**config.mk**
```make
export PLATFORM = sky130hd
export DESIGN_NAME = flags_register
export DESIGN_NICKNAME = d
export VERILOG_FILES = /design/src/rtl/flags_register.sv
export SDC_FILE = /design/constraint.sdc
export NUM_CORES = 1
export LEC_CHECK = 0
export BUFFER_PORTS_ARGS = -buffer_cell sky130_fd_sc_hd__buf_2
export CORE_AREA = 2 2 39 41
export DETAILED_ROUTE_END_ITERATION = 7
export DIE_AREA = 0 0 41 43
export PLACE_DENSITY_LB_ADDON = 0.05
export SYNTH_ARGS = -nofsm -noshare
export SYNTH_HDL_FRONTEND = slang
export SYNTH_SLANG_ARGS = --single-unit
```
**constraint.sdc**
```tcl
create_clock -name clk -period 1.2 [get_ports clk]
set_input_delay 0.24 -clock clk [delete_from_list [all_inputs] [get_ports clk]]
set_output_delay 0.24 -clock clk [all_outputs]
set_load 0.01 [all_outputs]
```
**src/rtl/flags_register.sv**
```systemverilog
// CPU status flag register {V,C,N,Z} with ALU capture, bus load/drive and carry ops.
// Optional shadow copy with save/restore/swap when FLAGS_SHADOW_EN is defined.
module flags_register #(
    parameter int WIDTH = 8
) (
    input  logic             clk,
    input  logic             rst,
    input  logic [WIDTH-1:0] alu_result,
    input  logic             alu_carry,
    input  logic             alu_overflow,
    input  logic             load_alu,
    input  logic [3:0]       mask,
    input  logic [WIDTH-1:0] data_in,
    input  logic             load_bus,
    input  logic             out_en,
    input  logic             carry_set,
    input  logic             carry_clr,
    input  logic             shadow_save,
    input  logic             shadow_restore,
    output logic [3:0]       flags,
    output logic [WIDTH-1:0] data_out
);

    logic [3:0] flags_q, flags_d;
    logic [3:0] alu_flags;

    assign alu_flags = {alu_overflow, alu_carry, alu_result[WIDTH-1], (alu_result == '0)};

`ifdef FLAGS_SHADOW_EN
    logic [3:0] shadow_q, shadow_d;
    logic       unused_bus;

    assign unused_bus = ^data_in[WIDTH-1:4];

    always_comb begin
        flags_d = flags_q;
        if (load_bus)
            flags_d = data_in[3:0];
        else if (shadow_restore)
            flags_d = shadow_q;
        else if (load_alu)
            flags_d = (alu_flags & mask) | (flags_q & ~mask);
        else if (carry_set || carry_clr)
            flags_d[2] = (carry_set && carry_clr) ? ~flags_q[2] : carry_set;
    end

    // Save always captures the pre-edge flags, so save+restore swaps.
    assign shadow_d = shadow_save ? flags_q : shadow_q;

    always_ff @(posedge clk or posedge rst) begin
        if (rst) begin
            flags_q  <= 4'h0;
            shadow_q <= 4'h0;
        end else begin
            flags_q  <= flags_d;
            shadow_q <= shadow_d;
        end
    end
`else
    logic unused_inputs;

    assign unused_inputs = shadow_save ^ shadow_restore ^ (^data_in[WIDTH-1:4]);

    always_comb begin
        flags_d = flags_q;
        if (load_bus)
            flags_d = data_in[3:0];
        else if (load_alu)
            flags_d = (alu_flags & mask) | (flags_q & ~mask);
        else if (carry_set || carry_clr)
            flags_d[2] = (carry_set && carry_clr) ? ~flags_q[2] : carry_set;
    end

    always_ff @(posedge clk or posedge rst) begin
        if (rst)
            flags_q <= 4'h0;
        else
            flags_q <= flags_d;
    end
`endif

    assign flags    = flags_q;
    assign data_out = out_en ? {{(WIDTH-4){1'b0}}, flags_q} : '0;

endmodule

```
==> metrics.md <==
| Metric | Value |
|---|---|
| Outcome | `finished, violations left` |
| Failing checks | `setup timing` |
| Multi-input logic area | `195 um^2` |
| Initial drt markers | `0` |
| Post-synthesis mux area share | `0.0980` |
| Final GP Congestion | `0.563` |
| Pin count of the biggest net entering global routing | `10` |
| Total Power | `463 uW` |
| FF/Latch Area | `100 um^2` |
| Area after DPL | `479 um^2` |
| DRC Markers | `0` |
| All-layer global routing usage | `0.104` |
| Synth unique cells | `17` |
| Main combinational cell family by area after synthesis | `simple AND/OR/NAND/NOR gates` |
| Die height | `43 um` |
| Setup crit start kind | `input pin` |
| Synth-to-layout area growth | `75.1%` |
| DR pass1 iterations | `1` |
| Crit-path most repeated cell | `or4_4` |
| Vias in the first global route | `328` |
| Via Count | `384` |
| Slew Viols, Final | `0` |
| Synth Register Bits | `4` |
| Slowest cell on crit path | `or4_4` |
| Dominant cells by area after synthesis | `dfrtp_1 (33%), mux2i_1 (9.8%), buf_4 (9.8%)` |
| FP Rows | `14` |
| Initial antenna violation count | `0` |
| Final nets | `105` |
| CTS tree | `yes` |
| Wl on met1 | `319 um` |
| Final HPWL DP | `715 um` |
| Most frequent cells in the layout | `buf_2 (31), nand2_1 (5), and2_1 (4), dfrtp_1 (4), conb_1 (4)` |
| Final setup violation count | `1` |
| Ant. Diodes | `0` |
| Commonest non-fill, non-tap cell in the layout | `buf_2` |
| Max Buffers Root-to-Sink | `2` |
| Synthesized area | `307 um^2` |
| CTS H-tree depth | `1` |
| Synth Area in Simple Gates | `0.273` |
| Crit path from | `alu_result[3]` |
| CTS buffer count | `3` |
| First-pass GRT wire length | `1200 um` |
| F_max | `747 MHz` |
| Met2 Routed Length | `411 um` |
| Worst Hold Launch | `data_in[1]` |
| Crit Path Max Fanout | `1` |
| Clk_skew | `0 ns` |
| Core Region | `1380 um^2` |
| PwrDens | `863 nW/um^2` |
| WP data arrival | `1.47 ns` |
| Clock Sinks | `4` |
| Sequential element share of the synthesized area | `0.327` |
| Worst-Skew Late Latency | `0.23 ns` |
| Avg Inst Size Synth | `8.52 um^2` |
| Post-route cell area | `537 um^2` |
| Die Wd | `41 um` |
| Via density | `4.36` |
| Compound-cell area share of the yosys netlist | `0.155` |
| Worst vdd ir | `555 uV` |
| Critical Path End Type | `flip-flop` |
| Max-Cap Viols | `0` |
| Setup TNS | `-0.139 ns` |
| Crit-path cells | `buf_6 > or4_4 > or4_4 > o41ai_4` |
| Fin. Hold Viols | `0` |
| Worst Slack Setup Final | `-0.139 ns` |
| Leakage | `0.308 nW` |
| Xor/xnor share of the synthesized area | `0` |
| Reg clk slew, reported paths | `0.04 ns` |
| Fill cells | `161` |
| Final ANT Viol Nets | `0` |
| WL per Instance | `9.38 um` |
| I/O pins | `43` |
| Yosys warns | `0` |
| Port-buffer cells | `32` |
| Synth top area share | `0.327` |
| Starting Density | `0.222` |
| Reg2Reg Setup Slack | `0.21 ns` |
| Synth Area in Adders | `0` |
| WL final | `825 um` |
| Die ar. | `1760 um^2` |
| DR WL met3 | `94 um` |
| Share of layout cells above drive strength 1 | `0.556` |
| Tcrit/Tclk final | `1.12` |
| Unrepaired setup endpoints after global routing | `true` |
| Cell taking the most area after synthesis | `dfrtp_1` |
| Instance count of the mapped netlist | `36` |
| Worst path required time | `1.33 ns` |
| Clk root buf | `clkbuf_4` |
| Highest Signal Layer | `met3` |
| Slowest Stage Delay on Critical Path | `0.51 ns` |
| GRT overflow | `0` |
| Hold crit path type | `in -> reg` |
| Kind of critical path | `in -> reg` |
| Final min period | `1.34 ns` |
synthesized netlist by cell type:
cell type,n
a221oi_1,1
a21oi_1,1
or4_1,2
clkbuf_1,1
o21ai_0,2
a22oi_1,1
inv_1,2
buf_4,4
and2_1,4
mux2i_1,3
nand3b_1,2
nor2_1,1
dfrtp_1,4
o41ai_2,1
conb_1,1
nand2_1,5
nor2b_1,1
cells by family (layout without fill, tap and decap cells):
logic type | after synthesis | after routing
flip-flops | 4 | 4
other | 1 | 4
multiplexers | 3 | 3
AO/OA/AOI/OAI | 6 | 6
AND/OR/NAND/NOR | 15 | 15
buffers and inverters | 7 | 40
worst max-delay path, delay by kind of cell:
| family | cells | cell delay, ns |
|---|---|---|
| buf+inv | 1 | 0.09 |
| compound gates | 1 | 0.20 |
| simple gates | 2 | 0.94 |
final cells by class:
cell class / count / area share
flip-flops and latches: 4 / 0.186
clock buffers: 3 / 0.0420
multi-input cells: 28 / 0.364
repair buffers: 35 / 0.357
well taps: 16 / 0.0373
inverters: 2 / 0.0140
where the power goes:
group	leakage, nW	switching, mW	internal (mW)
clock	0.0138	0.0500	0.112
sequential	0.0478	0.00919	0.149
combinational	0.246	0.0656	0.0782
path summary, 6_finish.rpt:
check / endpoint / depth (start not counted)
setup / recovery: flip-flop / 4
hold / removal: flip-flop / 3
setup reg to reg: flip-flop / 3
hold reg to reg: flip-flop / 2
max in group asynchronous: async pin / 3
min in group asynchronous: async pin / 3
layer usage:
layer	vias up	GRT usage
li1	189	-
met1	171	0.111
met2	24	0.159
met3	0	0.0628
met4	0	0.0400
met5	-	0
stage by stage:
step                setup slack (ns)  hold slack [ns]   util  std cells
floorplan                     -0.229          0.00608      -         39
global placement              -0.354            0.134  0.346         84
detailed placement            -0.360            0.136  0.346         84
CTS                           -0.112            0.191  0.374         88
global route                  -0.190            0.220  0.388         88
finish                        -0.139            0.221  0.388         88
what timing repair did:
| action | CTS | global route |
|---|---|---|
| pin swaps | 0 | 0 |
| gates resized for setup | 1 | 3 |
| setup endpoints to repair | 1 | 1 |
| hold endpoints to repair | 4 | 0 |
| hold buffers | 1 | 0 |
| cloned | 0 | 0 |
| buffers inserted | 0 | 0 |
Note: power is estimated with default switching activity, not from simulation.
